`config.mk`:
```
export PLATFORM = sky130hd
export DESIGN_NAME = clause_array_ctrl
export DESIGN_NICKNAME = d
export VERILOG_FILES = /design/src/rtl/clause_ctrl_pkg.sv /design/src/rtl/clause_slot_dec.sv /design/src/rtl/clause_array_ctrl.sv
export SDC_FILE = /design/constraint.sdc
export NUM_CORES = 1
export LEC_CHECK = 0
export BUFFER_PORTS_ARGS = -buffer_cell sky130_fd_sc_hd__buf_2
export CORE_MARGIN = 4
export CORE_UTILIZATION = 46
export DETAILED_ROUTE_END_ITERATION = 8
export HOLD_SLACK_MARGIN = 0.03
export PLACE_DENSITY = 0.8
export SYNTH_ARGS = -nofsm -noshare
export SYNTH_HDL_FRONTEND = slang
export SYNTH_HIERARCHICAL = 1
export SYNTH_SLANG_ARGS = --single-unit
```
`constraint.sdc`:
```
create_clock -name clk -period 2.3 [get_ports clk]
set_input_delay 0.115 -clock clk [delete_from_list [all_inputs] [get_ports clk]]
set_output_delay 0.115 -clock clk [all_outputs]
set_load 0.05 [all_outputs]
```
`src/rtl/clause_ctrl_pkg.sv`:
```
// Shared types and width helpers for the clause array controller.
// The optional slot-clear pass is enabled by defining CLAUSE_ARRAY_CTRL_CLR_EN.
package clause_ctrl_pkg;

    localparam int DEF_NUM_CLAUSES = 8;
    localparam int DEF_NUM_VARS    = 8;

    typedef enum logic [2:0] {
        S_IDLE     = 3'd0,
        S_CLEAR    = 3'd1,
        S_LOAD     = 3'd2,
        S_DUMP_RD  = 3'd3,
        S_DUMP_OUT = 3'd4,
        S_FIN      = 3'd5
    } state_t;

    // Each variable is encoded as a two-bit literal inside the clause word.
    function automatic int clause_width(input int num_vars);
        return num_vars * 2;
    endfunction

    // Occupancy must be able to represent a completely full array.
    function automatic int cnt_width(input int num_clauses);
        return $clog2(num_clauses) + 1;
    endfunction

    localparam int DEF_CLAUSE_W = DEF_NUM_VARS * 2;
    localparam int DEF_CNT_W    = $clog2(DEF_NUM_CLAUSES) + 1;

endpackage

```
`src/rtl/clause_slot_dec.sv`:
```
// Binary slot pointer plus enable to a one-hot slot strobe vector.
module clause_slot_dec #(
    parameter int NUM_CLAUSES = 8,
    parameter int PTR_W       = $clog2(NUM_CLAUSES)
) (
    input  logic                   i_en,
    input  logic [PTR_W-1:0]       i_ptr,
    output logic [NUM_CLAUSES-1:0] o_onehot
);

    genvar gi;
    generate
        for (gi = 0; gi < NUM_CLAUSES; gi++) begin : g_slot
            assign o_onehot[gi] = i_en && (i_ptr == PTR_W'(gi));
        end
    endgenerate

endmodule

```
`src/rtl/clause_array_ctrl.sv`:
```
// Load/dump sequencer for the clause storage array; sole driver of its wr/rd/data inputs.
// Define CLAUSE_ARRAY_CTRL_CLR_EN to zero every slot before each load session.
module clause_array_ctrl
    import clause_ctrl_pkg::*;
#(
    parameter int NUM_CLAUSES = 8,
    parameter int NUM_VARS    = 8,
    parameter int WIDTH_C_LEN = 4,
    parameter int WIDTH_CNT   = cnt_width(NUM_CLAUSES)
) (
    input  logic                               clk,
    input  logic                               rst,
    input  logic                               load_start_i,
    input  logic                               load_valid_i,
    output logic                               load_ready_o,
    input  logic [NUM_VARS*2-1:0]              load_clause_i,
    input  logic [WIDTH_C_LEN-1:0]             load_len_i,
    input  logic                               load_last_i,
    input  logic                               dump_start_i,
    output logic                               dump_valid_o,
    input  logic                               dump_ready_i,
    output logic [NUM_VARS*2-1:0]              dump_clause_o,
    output logic [WIDTH_C_LEN-1:0]             dump_len_o,
    output logic                               dump_last_o,
    output logic [NUM_CLAUSES-1:0]             wr_o,
    output logic [NUM_CLAUSES-1:0]             rd_o,
    output logic [NUM_VARS*2-1:0]              clause_o,
    output logic [WIDTH_C_LEN-1:0]             clause_len_o,
    input  logic [NUM_VARS*2-1:0]              clause_i,
    input  logic [WIDTH_C_LEN*NUM_CLAUSES-1:0] clause_len_i,
    output logic [WIDTH_CNT-1:0]               count_o,
    output logic                               busy_o,
    output logic                               done_o,
    output logic                               full_err_o
);

    localparam int CW    = clause_width(NUM_VARS);
    localparam int PTR_W = $clog2(NUM_CLAUSES);
    localparam logic [PTR_W-1:0]     PTR_LAST = PTR_W'(NUM_CLAUSES - 1);
    localparam logic [WIDTH_CNT-1:0] FULL_CNT = WIDTH_CNT'(NUM_CLAUSES);

    state_t                 r_state;
    state_t                 w_state_next;
    logic [PTR_W-1:0]       r_ptr;
    logic [PTR_W-1:0]       r_wr_ptr;
    logic                   r_wr_en;
    logic [CW-1:0]          r_clause;
    logic [WIDTH_C_LEN-1:0] r_len;
    logic [WIDTH_CNT-1:0]   r_count;
    logic                   r_full_err;
    logic [CW-1:0]          r_dump_clause;
    logic [WIDTH_C_LEN-1:0] r_dump_len;
    logic                   r_dump_last;
    logic                   w_load_ready;
    logic                   w_load_fire;
    logic                   w_dump_valid;
    logic                   w_rd_en;
    logic                   w_clearing;
    logic [WIDTH_C_LEN-1:0] w_len_arr [NUM_CLAUSES];

    genvar gi;
    generate
        for (gi = 0; gi < NUM_CLAUSES; gi++) begin : g_len
            assign w_len_arr[gi] = clause_len_i[gi*WIDTH_C_LEN +: WIDTH_C_LEN];
        end
    endgenerate

    always_ff @(posedge clk or negedge rst) begin
        if (!rst) r_state <= S_IDLE;
        else      r_state <= w_state_next;
    end

    always_comb begin
        w_state_next = r_state;
        w_load_ready = 1'b0;
        w_dump_valid = 1'b0;
        w_rd_en      = 1'b0;
        case (r_state)
            S_IDLE: begin
                if (load_start_i) begin
`ifdef CLAUSE_ARRAY_CTRL_CLR_EN
                    w_state_next = S_CLEAR;
`else
                    w_state_next = S_LOAD;
`endif
                end else if (dump_start_i) begin
                    w_state_next = (r_count == '0) ? S_FIN : S_DUMP_RD;
                end
            end
`ifdef CLAUSE_ARRAY_CTRL_CLR_EN
            S_CLEAR: begin
                if (r_ptr == PTR_LAST) w_state_next = S_LOAD;
            end
`endif
            S_LOAD: begin
                w_load_ready = (r_count < FULL_CNT);
                if (w_load_ready && load_valid_i && (load_last_i || r_ptr == PTR_LAST))
                    w_state_next = S_FIN;
            end
            S_DUMP_RD: begin
                w_rd_en      = 1'b1;
                w_state_next = S_DUMP_OUT;
            end
            S_DUMP_OUT: begin
                w_dump_valid = 1'b1;
                if (dump_ready_i) w_state_next = r_dump_last ? S_FIN : S_DUMP_RD;
            end
            S_FIN:   w_state_next = S_IDLE;
            default: w_state_next = S_IDLE;
        endcase
    end

    assign w_load_fire = w_load_ready && load_valid_i;

    // Writes land one cycle after the accept so clause_o/clause_len_o come straight from flops.
    always_ff @(posedge clk or negedge rst) begin
        if (!rst) begin
            r_ptr         <= '0;
            r_wr_ptr      <= '0;
            r_wr_en       <= 1'b0;
            r_clause      <= '0;
            r_len         <= '0;
            r_count       <= '0;
            r_full_err    <= 1'b0;
            r_dump_clause <= '0;
            r_dump_len    <= '0;
            r_dump_last   <= 1'b0;
        end else begin
            r_wr_en    <= 1'b0;
            r_full_err <= 1'b0;
            case (r_state)
                S_IDLE: begin
                    if (load_start_i) begin
                        r_count <= '0;
                        r_ptr   <= '0;
`ifdef CLAUSE_ARRAY_CTRL_CLR_EN
                        r_clause <= '0;
                        r_len    <= '0;
`endif
                    end else if (dump_start_i) begin
                        r_ptr <= '0;
                    end
                end
`ifdef CLAUSE_ARRAY_CTRL_CLR_EN
                S_CLEAR: r_ptr <= r_ptr + 1'b1;
`endif
                S_LOAD: begin
                    if (w_load_fire) begin
                        r_wr_en    <= 1'b1;
                        r_wr_ptr   <= r_ptr;
                        r_clause   <= load_clause_i;
                        r_len      <= load_len_i;
                        r_ptr      <= r_ptr + 1'b1;
                        r_count    <= r_count + 1'b1;
                        r_full_err <= !load_last_i && (r_ptr == PTR_LAST);
                    end
                end
                S_DUMP_RD: begin
                    r_dump_clause <= clause_i;
                    r_dump_len    <= w_len_arr[r_ptr];
                    r_dump_last   <= (WIDTH_CNT'(r_ptr) == r_count - 1'b1);
                end
                S_DUMP_OUT: begin
                    if (dump_ready_i && !r_dump_last) r_ptr <= r_ptr + 1'b1;
                end
                default: ;
            endcase
        end
    end

    assign w_clearing = (r_state == S_CLEAR);

    clause_slot_dec #(.NUM_CLAUSES(NUM_CLAUSES), .PTR_W(PTR_W)) u_wr_dec (
        .i_en     (r_wr_en || w_clearing),
        .i_ptr    (w_clearing ? r_ptr : r_wr_ptr),
        .o_onehot (wr_o)
    );

    clause_slot_dec #(.NUM_CLAUSES(NUM_CLAUSES), .PTR_W(PTR_W)) u_rd_dec (
        .i_en     (w_rd_en),
        .i_ptr    (r_ptr),
        .o_onehot (rd_o)
    );

    assign load_ready_o  = w_load_ready;
    assign dump_valid_o  = w_dump_valid;
    assign dump_clause_o = r_dump_clause;
    assign dump_len_o    = r_dump_len;
    assign dump_last_o   = r_dump_last && w_dump_valid;
    assign clause_o      = r_clause;
    assign clause_len_o  = r_len;
    assign count_o       = r_count;
    assign busy_o        = (r_state != S_IDLE);
    assign done_o        = (r_state == S_FIN);
    assign full_err_o    = r_full_err;

endmodule

```
# --- Word level (Yosys, flattened, before mapping) ---
# Index checks and enable logic that the tools add are counted.
word_totals:
  out_inout_bits: 66
  ff_bits: 56
  wordCells: 106
  inputBits: 75
classes:
  order_cmp: 2
  eq_ne: 26
  reduce_logical: 37
  n_mux: 26
  addsub: 3
  bitwise_logic: 1
op_table:
  columns: ["cell", "n"]
  rows:
  - ["2-to-1 mux 3 bit", 11]
  - ["equality test 3 bit, second input constant", 10]
  - ["logical AND 1 bit", 22]
  - ["equality test 3 x 2 -> 1 bit, second input constant", 6]
  - ["2-to-1 mux 4 bit", 4]
  - ["binary-select mux 4 bit (select 3 bit)", 1]
  - ["one-hot mux 3 bit (4 select lines)", 1]
  - ["inequality test 2 bit, second input constant", 5]
  - ["equality test 3 x 1 -> 1 bit, second input constant", 3]
  - ["logical NOT 3 bit", 3]
  - ["one-hot mux 3 bit (3 select lines)", 1]
  - ["one-hot mux 4 bit (2 select lines)", 1]
  - ["2-to-1 mux 1 bit", 7]
  - ["AND reduction 3 bit", 2]
  - ["nonzero test 3 bit", 2]
  - ["adder 4 x 1 -> 4 bit, second input constant", 1]
  - ["equality test 3 x 4 -> 1 bit", 1]
  - ["greater-or-equal comparator 4 bit, second input constant", 1]
  - ["logical NOT 4 bit", 1]
  - ["less-than comparator 4 bit, second input constant", 1]
  - ["NOT 3 -> 4 bit", 1]
  - ["AND reduction 4 bit", 1]
  - ["subtractor 4 x 1 -> 4 bit, second input constant", 1]
  - ["adder 3 x 1 -> 3 bit, second input constant", 1]
  - ["other kinds (5)", 7]

# --- Longest topological paths before layout ---
depth:
  word_depth: 5
  depth_mapped: 7
  ltp_nobuf: 6

# --- By module ---
# Netlist, hierarchy kept.
modules_own_cells:
  columns: ["module", "cells_each", "area_per_inst_um2", "instances", "seq_area_each_um2"]
  rows:
  - ["clause_array_ctrl", 245, 2737.6, 1, 1401.3]
  - ["clause_slot_dec", 8, 96.3, 2, 0.0]

# --- Worst setup path after synthesis ---
# OpenSTA, ideal clock, no wires.
synth_timing:
  kind: "reg2out"
  start: "register r_state[2]"
  end: "output port wr_o[0]"
  slack_ns: -0.111
  n_path_buf: 1
  path_stages_with_launch: 5
  arrival_ns: 2.296
  t_required_ns: 2.185
  cell_sequence: "dfrtp_1 -> buf_6 -> nor3b_1 -> mux2_2 -> nor4b_2"
synth_via:
  elab_chain_cells: 4
synth_lines:
  columns: ["element", "line_no", "source"]
  rows:
  - ["from (decl)", "clause_array_ctrl.sv:42", "state_t r_state;"]
  - ["from (signal assigned)", "clause_array_ctrl.sv:70", "else r_state <= w_state_next;"]
  - ["equality test 3 x 1 -> 1 bit (*)", "clause_array_ctrl.sv:171", "assign w_clearing = (r_state == S_CLEAR);"]
  - ["2-to-1 mux 3 bit", "clause_array_ctrl.sv:175", ".i_ptr (w_clearing ? r_ptr : r_wr_ptr),"]
  - ["logical NOT 3 bit", "clause_slot_dec.sv:14", "assign o_onehot[gi] = i_en && (i_ptr == PTR_W'(gi));"]
  - ["logical AND 1 bit (*)", "clause_slot_dec.sv:14", null]
  - ["to (decl)", "clause_array_ctrl.sv:25", "output logic [NUM_CLAUSES-1:0] wr_o,"]
# Mark *: on every way between the ends. The rest lies on a longest branch, timed or not.

# --- Final worst setup path ---
layout_timing:
  start: "register r_state[1]"
  end: "output port wr_o[4]"
layout_via:
  elab_chain_cells: 4
layout_lines:
  columns: ["element", "line_no"]
  rows:
  - ["equality test 3 x 1 -> 1 bit (*)", "clause_array_ctrl.sv:171"]
  - ["2-to-1 mux 3 bit", "clause_array_ctrl.sv:175"]
  - ["equality test 3 bit", "clause_slot_dec.sv:14"]
  - ["logical AND 1 bit (*)", "clause_slot_dec.sv:14"]
# Marked as above.

==> metrics.md <==
| Metric | Value |
|---|---|
| Status | `completed` |
| Post-synth EDFFs | `0` |
| Worst VDD drop | `0.000930 V` |
| Vias in the first global route | `2,691` |
| Slew at the pin closest to its max-slew limit | `0.427 ns` |
| Proportion of layout cells with a drive suffix above 1 | `0.483` |
| Final setup fails | `0` |
| Async set or reset register ratio after synthesis | `1.00` |
| P_int | `2.77 mW` |
| Top delay family on crit path | `simple AND/OR/NAND/NOR gates` |
| Worst r2r path cells | `6` |
| Final nets | `523` |
| Class of the most critical setup path | `reg2out` |
| Top-area cell type share of the netlist area | `0.478` |
| Initial core utilization | `0.483` |
| Root buf cell | `clkbuf_8` |
| Cell count after synthesis | `261` |
| Total global-route track usage | `0.213` |
| Top_reg_cell synth | `dfrtp_1` |
| Worst-path cell chain | `nor3b_1 > buf_4 > mux2_2 > and4bb_2 > buf_2` |
| WP data required | `2.18 ns` |
| Vias | `2,658` |
| Origin of the critical flop-to-flop path | `count_o[0]$_DFFE_PN0P_` |
| Hold EP | `count_o[3]$_DFFE_PN0P_` |
| Flop-to-flop setup slack | `0.53 ns` |
| Clock insertion delay at the later pin of the skew report | `0.31 ns` |
| Cell variety after synth | `46` |
| Worst slew margin | `0.715` |
| Max Cap Viol | `0` |
| Fmax | `462 MHz` |
| Critical-path maximum fanout | `8` |
| Synthesized area per cell | `11.2 sq um` |
| Largest net degree at the start of global routing | `28` |
| Drt wl/cell | `15.6 um` |
| Initial antenna violation count | `0` |
| Sequential share of the synthesized area | `0.478` |
| RSZ-0062 raised after global routing | `false` |
| Final Cycle Share | `0.941` |
| Die ar. | `7710 sq um` |
| Hold Crit Start | `load_start_i` |
| Crit start category | `flip-flop` |
| Synthesized Nets | `340` |
| I/O Buffers | `140` |
| Buffers and inverters on the worst path | `2` |
| Drt drc | `0` |
| Clock-pin transition on the worst setup and hold timing paths | `0.11 ns` |
| Hold Path Class | `in2reg` |
| #FFs+latches synth | `56` |
| DIE HEIGHT | `87.8 um` |
| Delay of the slowest critical-path stage | `0.41 ns` |
| Worst path slowest cell | `dfrtp_1` |
| Clock Sinks | `56` |
| Switching Fraction | `0.526` |
| Final Hold Viols | `0` |
| Synth cell count leaders | `74 x nand2_1, 56 x dfrtp_1, 20 x mux2_2` |
| Antenna diodes | `0` |
| Pins over their slew limit | `0` |
| First-pass GRT wire length | `12,800 um` |
| Top-count cell post-synth | `nand2_1` |
| Power density cells | `1390 nW/um^2` |
| Via density | `5.11` |
| Total wire length | `8120 um` |
| DR pass1 iterations | `4` |
| Gr ovfl total | `0` |
| Seq pwr share | `0.290` |
| Initial drt markers | `98` |
| # IOs | `141` |
| Static Leakage | `2.24 nW` |
| Post-Syn Area | `2930 sq um` |
| Area grow syn2layout | `43.4%` |
| TritonCTS Buffers | `5` |
| Yosys warning total | `6` |
| Clock share of power | `0.096` |
| Reg2Reg Capture Point | `r_dump_last$_DFFE_PN0P_` |
| Setup TNS | `0 ns` |
| Cell Rows | `28` |
| Die width | `87.8 um` |
| Combinational share of power | `0.614` |
| CP arrival | `2.05 ns` |
| Final worst path period need | `2.16 ns` |
| Core area | `6060 sq um` |
| Hold path cells | `3` |
| Clock Path Buffers | `2` |
| Final instance area | `4200 sq um` |
| Placer Congestion | `0.792` |
| CTS tree | `done` |
| Worst clock skew | `0.00941 ns` |
| Main area contributors after synthesis | `dfrtp_1 48%, nand2_1 9.5%, mux2_2 7.7%, mux4_2 6.1%, and4bb_2 2.6%` |
| CP endpoint kind | `primary output` |
| Dpl hpwl | `5590 um` |
| DP Area | `3720 sq um` |
| Routed Antenna Nets | `0` |
| Net Sw Power | `3.07 mW` |
| H-tree Lvls | `2` |
| Area leader, netlist | `dfrtp_1` |
-- power groups by stage --
| stage | combinational, mW | clock (mW) | sequential, mW |
|---|---|---|---|
| final | 3.58 | 0.560 | 1.70 |
| after global routing | 3.80 | 0.619 | 1.75 |
| after CTS | 3.58 | 0.582 | 1.68 |
| after detailed placement | 3.54 | 0 | 1.69 |
| after global placement | 3.47 | 0 | 1.68 |
| after floorplan | 1.53 | 0 | 2.91 |
-- state kept, by name, indices dropped and copies added (netlist names) --
register	count
clause_len_o	4
clause_o	16
count_o	4
dump_clause_o	16
dump_len_o	4
full_err_o	1
r_dump_last	1
r_ptr	3
r_state	3
r_wr_en	1
r_wr_ptr	3
-- cells in the final DEF, fill, tap and decap left out, types with 2 or more instances in the layout --
cell type / count
xor2_1: 2
o21ai_0: 8
clkbuf_4: 2
nor3b_4: 2
a31oi_1: 2
nor2_1: 9
and4_2: 2
mux2_2: 20
inv_6: 2
and4bb_2: 6
and2_1: 2
clkinv_4: 2
buf_4: 9
nor3_1: 2
dfrtp_1: 55
dlygate4sd3_1: 38
and4b_2: 6
mux4_2: 8
clkbuf_8: 5
mux2i_1: 6
nand2_1: 74
nand2_4: 2
ha_1: 4
xnor2_1: 2
nor2b_1: 3
nor3b_1: 2
o21ai_1: 3
inv_1: 6
nor4b_1: 2
buf_2: 138
nand2b_1: 2
-- worst reg2reg max path: cells and delay by family (launching register included) --
family,cells,cell delay [ns]
DFF,1,0.50
AOI/OAI and AO/OA,2,0.41
and+or+nand+nor,1,0.26
adders and majority gates,1,0.23
xor gates and xnor gates,1,0.16
buffers and inverters,1,0.08
-- per-stage QoR --
stage / total power, mW / worst slack (ns) / utilization / instances / hold slack (ns)
6_report: 5.84 / 0.136 / 0.693 / 520 / 0.199
4_1_cts: 5.85 / 0.0929 / 0.691 / 519 / 0.0319
3_3_place_gp: 5.15 / 0.508 / 0.614 / 474 / 0.0664
3_5_place_dp: 5.23 / 0.442 / 0.614 / 474 / 0.0737
2_1_floorplan: 4.44 / 0.193 / - / 261 / -0.181
5_1_grt: 6.17 / 0.00251 / 0.693 / 520 / 0.205
-- final cells by class --
type | count | area, sq um
well taps | 75 | 93.8
multi-input cells | 186 | 1420
repair buffers | 187 | 1150
inverters | 8 | 35.0
clock buffers | 5 | 68.8
clock inverters | 3 | 26.3
fillers | 454 | 1860
flip-flops and latches | 56 | 1400
-- worst max path at each step --
stage | startpoint | to | slack [ns] | cells past startpoint
5_1_grt | r_state[1]$_DFFE_PN0P_ | wr_o[4] | 0.003 | 5
3_3_place_gp | r_ptr[0]$_DFFE_PN0P_ | wr_o[0] | 0.51 | 4
6_report | r_state[1]$_DFFE_PN0P_ | wr_o[4] | 0.14 | 5
3_5_place_dp | r_ptr[0]$_DFFE_PN0P_ | wr_o[0] | 0.44 | 4
2_1_floorplan | r_state[2]$_DFFE_PN0P_ | wr_o[0] | 0.19 | 4
4_1_cts | r_ptr[0]$_DFFE_PN0P_ | wr_o[0] | 0.09 | 4
-- routing by layer --
layer	part of all wire	GRT usage
met1	0.38	0.240
met2	0.54	0.397
met3	0.060	0.0442
met4	0.021	0.0697
met5	0	0
-- cell families after synthesis --
group                    synth area share
buffers and inverters              0.0397
adder cells (fa/ha/maj)            0.0171
AND/OR/NAND/NOR                     0.247
XOR/XNOR                           0.0120
flip-flops                          0.478
multiplexers                        0.164
AO/OA/AOI/OAI                      0.0418
-- timing repair --
action,4_1_cts,5_1_grt
hold endpoints to repair,53,1
hold buffers,37,1
setup buffers,0,0
setup endpoints to repair,0,7
resized for setup,0,3
No activity file was read; power rests on OpenSTA's default activity.
